## src/rtl/digital_lock_system.sv

```systemverilog
// digital_lock_system: single-password lock with wrong-entry counting and timed alarm lockout
module digital_lock_system #(
    parameter logic [3:0] PASSWORD       = 4'b1010,
    parameter int         MAX_TRIES      = 3,
    parameter int         LOCKOUT_CYCLES = 16
) (
    input  logic       clk,
    input  logic       reset_n,
    input  logic [3:0] code,
    input  logic       code_valid,
    output logic       unlock,
    output logic       alarm,
    output logic [1:0] fail_count
);
    typedef enum logic [1:0] {LOCKED, OPEN, LOCKOUT} state_t;
    state_t     state, state_nx;
    logic [7:0] timer, timer_nx;
    logic [1:0] fail_nx;
    logic [2:0] miss_cnt;
    logic       match;
    assign match    = code == PASSWORD;
    assign miss_cnt = {1'b0, fail_count} + 3'd1;
    always_comb begin
        state_nx = state;
        fail_nx  = fail_count;
        timer_nx = timer;
        case (state)
            LOCKED, OPEN: begin
                if (code_valid && match) begin
                    state_nx = OPEN;
                    fail_nx  = 2'd0;
                end else if (code_valid && miss_cnt >= 3'(MAX_TRIES)) begin
                    state_nx = LOCKOUT;
                    fail_nx  = 2'(MAX_TRIES);
                    timer_nx = 8'(LOCKOUT_CYCLES - 1);
                end else if (code_valid) begin
                    state_nx = LOCKED;
                    fail_nx  = miss_cnt[1:0];
                end
            end
            LOCKOUT: begin
                state_nx = timer == 8'd0 ? LOCKED : LOCKOUT;
                fail_nx  = timer == 8'd0 ? 2'd0 : fail_count;
                timer_nx = timer == 8'd0 ? 8'd0 : timer - 8'd1;
            end
            default: begin
                state_nx = LOCKED;
                fail_nx  = 2'd0;
                timer_nx = 8'd0;
            end
        endcase
    end
    always_ff @(posedge clk) begin
        if (!reset_n) begin
            state      <= LOCKED;
            timer      <= 8'd0;
            fail_count <= 2'd0;
            unlock     <= 1'b0;
            alarm      <= 1'b0;
        end else begin
            state      <= state_nx;
            timer      <= timer_nx;
            fail_count <= fail_nx;
            unlock     <= state_nx == OPEN;
            alarm      <= state_nx == LOCKOUT;
        end
    end
endmodule

```

## config.mk

```make
export PLATFORM = sky130hd
export DESIGN_NAME = digital_lock_system
export DESIGN_NICKNAME = d
export VERILOG_FILES = /design/src/rtl/digital_lock_system.sv
export SDC_FILE = /design/constraint.sdc
export NUM_CORES = 1
export LEC_CHECK = 0
export CORE_UTILIZATION = 45
export DETAILED_ROUTE_END_ITERATION = 10
export PLACE_DENSITY = 0.78
export SLEW_MARGIN = 20
export SYNTH_ARGS = -nofsm -noshare
export SYNTH_HDL_FRONTEND = slang
export SYNTH_SLANG_ARGS = --single-unit
```

## constraint.sdc

```tcl
create_clock -name clk -period 4.5 [get_ports clk]
set_clock_uncertainty 0.2 [all_clocks]
set_input_delay 0.45 -clock clk [delete_from_list [all_inputs] [get_ports clk]]
set_output_delay 0.45 -clock clk [all_outputs]
set_load 0.1 [all_outputs]
```

Word-level counts from Yosys, hierarchy flattened

Index checks and enable logic that the tools add are counted.

$add $sub $neg: 2
$lt $le $gt $ge: 1
Eq/ne operators: 9
Muxes and demuxes: 14
Reductions and logical operators: 7

Operators with widths:

| kind                                                                                 | number |
|---|---|
| 8-bit two-way mux                                                                    | 3 |
| 2-bit two-way mux                                                                    | 8 |
| 8-bit one-hot mux with 2 select lines                                                | 1 |
| 8-bit zero test                                                                      | 1 |
| 2-bit one-hot mux with 2 select lines                                                | 2 |
| 8-bit by 1-bit subtractor with 8-bit output (second input constant)                  | 1 |
| 2-bit inequality test (second input constant)                                        | 3 |
| 2-bit by 1-bit == test with 1-bit output (second input constant)                     | 2 |
| 2-bit == test (second input constant)                                                | 2 |
| 4-bit == test (second input constant)                                                | 1 |
| 4-bit inequality test (second input constant)                                        | 1 |
| 2-bit AND reduction                                                                  | 2 |
| 2-bit by 1-bit adder with 3-bit output (second input constant)                       | 1 |
| 3-bit by 2-bit greater-or-equal comparator with 1-bit output (second input constant) | 1 |
| 1-bit logical AND                                                                    | 2 |
| 2-bit zero test                                                                      | 1 |
| 2-bit OR reduction                                                                   | 1 |

Register bits after elaboration: 14
Bits of input ports: 7
Output and inout port bits: 4
Logic and storage cells: 38

Longest topological paths before layout

Depth after elaboration: 7
Gate-level depth with buffers: 6
Mapped depth without buffers: 6

Worst setup path before layout

Ideal clock, no wire load.

Path kind: flip-flop to flip-flop
Start: reg fail_count[0]
End: reg timer[7]
Arrival: 2,014 ps
Required time: 4,226 ps
Setup slack: 2,212 ps
Cell stages (with the launch flop): 7
Buffers on the path: 0
Clock period less this slack: 2,288 ps
Path through: dfxtp_1 -> inv_1 -> ha_1 -> o21ai_1 -> nor2_1 -> or2_1 -> a31oi_1

Word-level cells in the longest chain between the ends: 5

RTL lines:

| what                                                         | line | text |
|---|---|---|
| start: declaration                                           | 13   | `output logic [1:0] fail_count` |
| start signal: assignment                                     | 63   | `fail_count <= fail_nx;` |
| 2-bit by 1-bit adder with 3-bit output                       | 22   | `assign miss_cnt = {1'b0, fail_count} + 3'd1;` |
| 3-bit by 2-bit greater-or-equal comparator with 1-bit output | 32   | `end else if (code_valid && miss_cnt >= 3'(MAX_TRIES)) begin` |
| 1-bit logical AND                                            | 32   |  |
| 2-bit inequality test (no line)                              | -    |  |
| 2-bit AND reduction (no line)                                | -    |  |
| end signal: assignment                                       | 62   | `timer <= timer_nx;` |
| end: declaration                                             | 17   | `logic [7:0] timer, timer_nx;` |

Every way passes these cells.
A chain may end at the register's enable or synchronous reset.

Worst setup path after layout

Start: reg fail_count[0]
End: out fail_count[0]

No word-level cell between the ends.

==> impl_results.html <==
<table>
<tr><th>Metric</th><th>Value</th></tr>
<tr><th colspan="2">Route</th></tr>
<tr><td>Per-cell via count in the routed design</td><td>5.83</td></tr>
<tr><td>WL/cell</td><td>12.9 um</td></tr>
<tr><td>Remaining antenna violation count after routing</td><td>0</td></tr>
<tr><td>Drt first pass iters</td><td>4</td></tr>
<tr><td>Iter 0 DRT Violations</td><td>11</td></tr>
<tr><td>Post-route DRC violation count</td><td>0</td></tr>
<tr><td>Vias</td><td>636</td></tr>
<tr><td>Total routed wirelength</td><td>1400 um</td></tr>
<tr><th colspan="2">Floorplanning</th></tr>
<tr><td>Initial Util</td><td>48.9%</td></tr>
<tr><td>Die area</td><td>1820 um2</td></tr>
<tr><td>Number of top-level design ports</td><td>11</td></tr>
<tr><td>Std-Cell Rows</td><td>14</td></tr>
<tr><td>Die boundary width</td><td>42.7 um</td></tr>
<tr><td>Vertical die dimension</td><td>42.7 um</td></tr>
<tr><td>Core footprint</td><td>1520 um2</td></tr>
<tr><th colspan="2">Synthesis</th></tr>
<tr><td>EDFF count, synth</td><td>0</td></tr>
<tr><td>Post-synth top area share</td><td>37.6%</td></tr>
<tr><td>Number of synthesized register bits</td><td>14</td></tr>
<tr><td>Portion of the post-synthesis area used by sequential elements</td><td>37.6%</td></tr>
<tr><td>Yosys Warn Count</td><td>0</td></tr>
<tr><td>Net count after synthesis</td><td>93</td></tr>
<tr><td>Post-synth top cells</td><td>dfxtp_1 (14), nor2_1 (7), nand2_1 (5)</td></tr>
<tr><td>Synthesized area per cell</td><td>9.08 um2</td></tr>
<tr><td>Proportion of synthesized flip-flops having asynchronous set or reset</td><td>0%</td></tr>
<tr><td>Largest area contributor in the netlist</td><td>dfxtp_1</td></tr>
<tr><td>Dominant cell by count in the synthesized netlist</td><td>dfxtp_1</td></tr>
<tr><td>Leading post-synthesis cells by cell area</td><td>dfxtp_1 (38%), ha_1 (6.7%), mux2i_1 (5.4%), nor2_1 (3.5%), nand2b_1 (3.4%)</td></tr>
<tr><td>Top_reg_cell synth</td><td>dfxtp_1</td></tr>
<tr><td>Synth cell types</td><td>32</td></tr>
<tr><td>Cell count after synthesis</td><td>82</td></tr>
<tr><td>Synthesized area</td><td>744 um2</td></tr>
<tr><th colspan="2">STA</th></tr>
<tr><td>Portion of the clock cycle consumed by the worst path in the final layout</td><td>55.4%</td></tr>
<tr><td>Max frequency</td><td>401 MHz</td></tr>
<tr><td>Setup TNS Final</td><td>0 ns</td></tr>
<tr><td>Setup violators final</td><td>0</td></tr>
<tr><td>Post-layout minimum cycle time</td><td>2.49 ns</td></tr>
<tr><td>Slack of the critical path</td><td>2.01 ns</td></tr>
<tr><td>Final max-slew violation count</td><td>0</td></tr>
<tr><td>Least-Margin Pin Slew</td><td>0.965 ns</td></tr>
<tr><td>RSZ-0062 raised after global routing</td><td>false</td></tr>
<tr><td>Worst max-slew margin expressed relative to the limit</td><td>35.5%</td></tr>
<tr><td>Count of final hold-check violations</td><td>0</td></tr>
<tr><th colspan="2">Worst setup path</th></tr>
<tr><td>Slowest cell on the critical path</td><td>clkdlybuf4s50_1</td></tr>
<tr><td>Critical path's largest stage delay</td><td>1.16 ns</td></tr>
<tr><td>Number of buffers and inverters on the critical path</td><td>1</td></tr>
<tr><td>Critical Path End Type</td><td>output port</td></tr>
<tr><td>Class of the most critical setup path</td><td>register to output port</td></tr>
<tr><td>Cell class contributing the biggest share of worst-path delay</td><td>buffers and inverters</td></tr>
<tr><td>Crit path arrival time</td><td>1.84 ns</td></tr>
<tr><td>Required time of the critical path</td><td>3.85 ns</td></tr>
<tr><td>Crit start category</td><td>register</td></tr>
<tr><td>Critical Path Fanout Max</td><td>5</td></tr>
<tr><td>Worst path cell trace</td><td>clkdlybuf4s50_1</td></tr>
<tr><th colspan="2">Clock tree</th></tr>
<tr><td>Post-CTS Setup Bufs</td><td>0</td></tr>
<tr><td>CTS tree</td><td>built</td></tr>
<tr><td>CTS Hold Buffers Added</td><td>0</td></tr>
<tr><td>Number of cells upsized or downsized after cts</td><td>0</td></tr>
<tr><td>Clock-pin slew on the worst setup and hold paths</td><td>0.08 ns</td></tr>
<tr><td>Deepest level of the CTS H-tree</td><td>1</td></tr>
<tr><td>TritonCTS Buffers</td><td>3</td></tr>
<tr><td>Number of sinks on the clock net</td><td>14</td></tr>
<tr><td>Maximum buffer depth of the clock tree</td><td>2</td></tr>
<tr><td>CTS Root Cell</td><td>clkbuf_4</td></tr>
<tr><td>Source-to-sink clock delay at the later pin of the worst-skew pair</td><td>0.27 ns</td></tr>
<tr><th colspan="2">Worst hold path</th></tr>
<tr><td>Worst min-delay path class</td><td>register to register</td></tr>
<tr><th colspan="2">Final layout</th></tr>
<tr><td>Final non-filler cell total</td><td>109</td></tr>
<tr><td>Final core utilization</td><td>57.6%</td></tr>
<tr><td>Total inserted antenna cells</td><td>0</td></tr>
<tr><td>Count of nets after finishing</td><td>106</td></tr>
<tr><td>Total area of multi-input combinational cells</td><td>444 um2</td></tr>
<tr><td>Number of inserted filler cells in the final layout</td><td>144</td></tr>
<tr><td>Share of layout cells above drive strength 1</td><td>7.53%</td></tr>
<tr><td>FF+latch area</td><td>280 um2</td></tr>
<tr><td>Synthesis-to-finish area growth</td><td>18.0%</td></tr>
<tr><th colspan="2">Global routing</th></tr>
<tr><td>Largest net degree at the start of global routing</td><td>12</td></tr>
<tr><td>Grt ovf</td><td>0</td></tr>
<tr><td>Global-route wire length before repair</td><td>2440 um</td></tr>
<tr><td>Global Route Usage Sum</td><td>17.5%</td></tr>
<tr><td>Initial antenna violation count</td><td>0</td></tr>
<tr><td>Vias in the first global route</td><td>596</td></tr>
<tr><th colspan="2">Placed design</th></tr>
<tr><td>Final weighted congestion in routability-driven placement</td><td>0.859</td></tr>
<tr><td>HPWL after detailed placement</td><td>1070 um</td></tr>
<tr><td>Post-Place Cells</td><td>106</td></tr>
<tr><td>Post-Place Setup Slack</td><td>2.30 ns</td></tr>
<tr><td>Number of port buffers</td><td>10</td></tr>
<tr><th colspan="2">Power and ir drop</th></tr>
<tr><td>Leakage power summed over all cells</td><td>0.345 nW</td></tr>
<tr><td>Maximum vdd ir drop</td><td>0.232 mV</td></tr>
<tr><td>Power density over cell area</td><td>431 nW/um2</td></tr>
<tr><td>Post-layout total power</td><td>0.379 mW</td></tr>
<tr><th colspan="2">Run status</th></tr>
<tr><td>Status</td><td>finished, final reports clean</td></tr>
<tr><th colspan="2">Flow run</th></tr>
<tr><td>Max capacitance violation total</td><td>0</td></tr>
</table>
## final timing paths
kind                                         endpoint                  startpoint  cells after the start  slack, ns
worst max-delay path                    fail_count[0]  fail_count[0]$_SDFFE_PN0P_                      1       2.01
worst min-delay path            timer[7]$_SDFFE_PN0P_       timer[7]$_SDFFE_PN0P_                      1       0.31
worst max register to register  timer[4]$_SDFFE_PN0P_  fail_count[0]$_SDFFE_PN0P_                      6       2.73
worst min register to register  timer[7]$_SDFFE_PN0P_       timer[7]$_SDFFE_PN0P_                      1       0.31
## registers in the layout, summed over array words and instances (netlist names)
register and cells:
state 2, unlock 1, alarm 1, fail_count 2
timer 8
## metrics by stage
| step | hold WS (ns) | instance area [um2] |
|---|---|---|
| 4_1_cts | 0.311 | 878 |
| 6_report | 0.306 | 878 |
| 5_1_grt | 0.334 | 878 |
| 3_3_place_gp | 0.281 | 856 |
| 2_1_floorplan | 0.264 | 744 |
| 3_5_place_dp | 0.292 | 856 |
## cells by family after synthesis
kind of cell    synth area share [%]
fa+ha+maj                       6.72
simple gates                    24.7
mux                             5.38
compound gates                  22.9
buf+inv                         2.69
flops                           37.6
## cell usage in the layout (no fill, tap or decap), types with 3 or more instances in the layout
cell	netlist	final
nor3_1	3	3
a21oi_1	3	3
clkdlybuf4s50_1	0	10
nand2b_1	4	4
nor2_1	7	7
mux2i_1	4	4
inv_1	3	3
a31oi_1	3	3
nand3b_1	3	3
nand2_1	5	5
dfxtp_1	14	14
ha_1	4	4
clkbuf_4	0	3
a21boi_0	3	3
o21ai_0	3	3
## metal layers
metal	global-route usage, %	part of all wire, %
met4	9.38	2.5
met3	3.83	3.1
met2	27.9	46
met1	21.9	49
met5	0	0
## report_power, final
group          total (mW)  internal (mW)  leakage (nW)  switching, mW
clock network      0.0698         0.0310        0.0138         0.0388
logic               0.147         0.0624         0.217         0.0848
registers           0.162          0.141         0.114         0.0209
total               0.379          0.234         0.345          0.145
## area by class of cell
class | count | share of cell area (%)
well taps | 16 | 2.28
clock buffers | 3 | 2.56
multi-input cells | 63 | 50.6
flip-flops and latches | 14 | 31.9
inverters | 3 | 1.28
repair buffers | 10 | 11.4
Power figures use the tool's default switching activity.
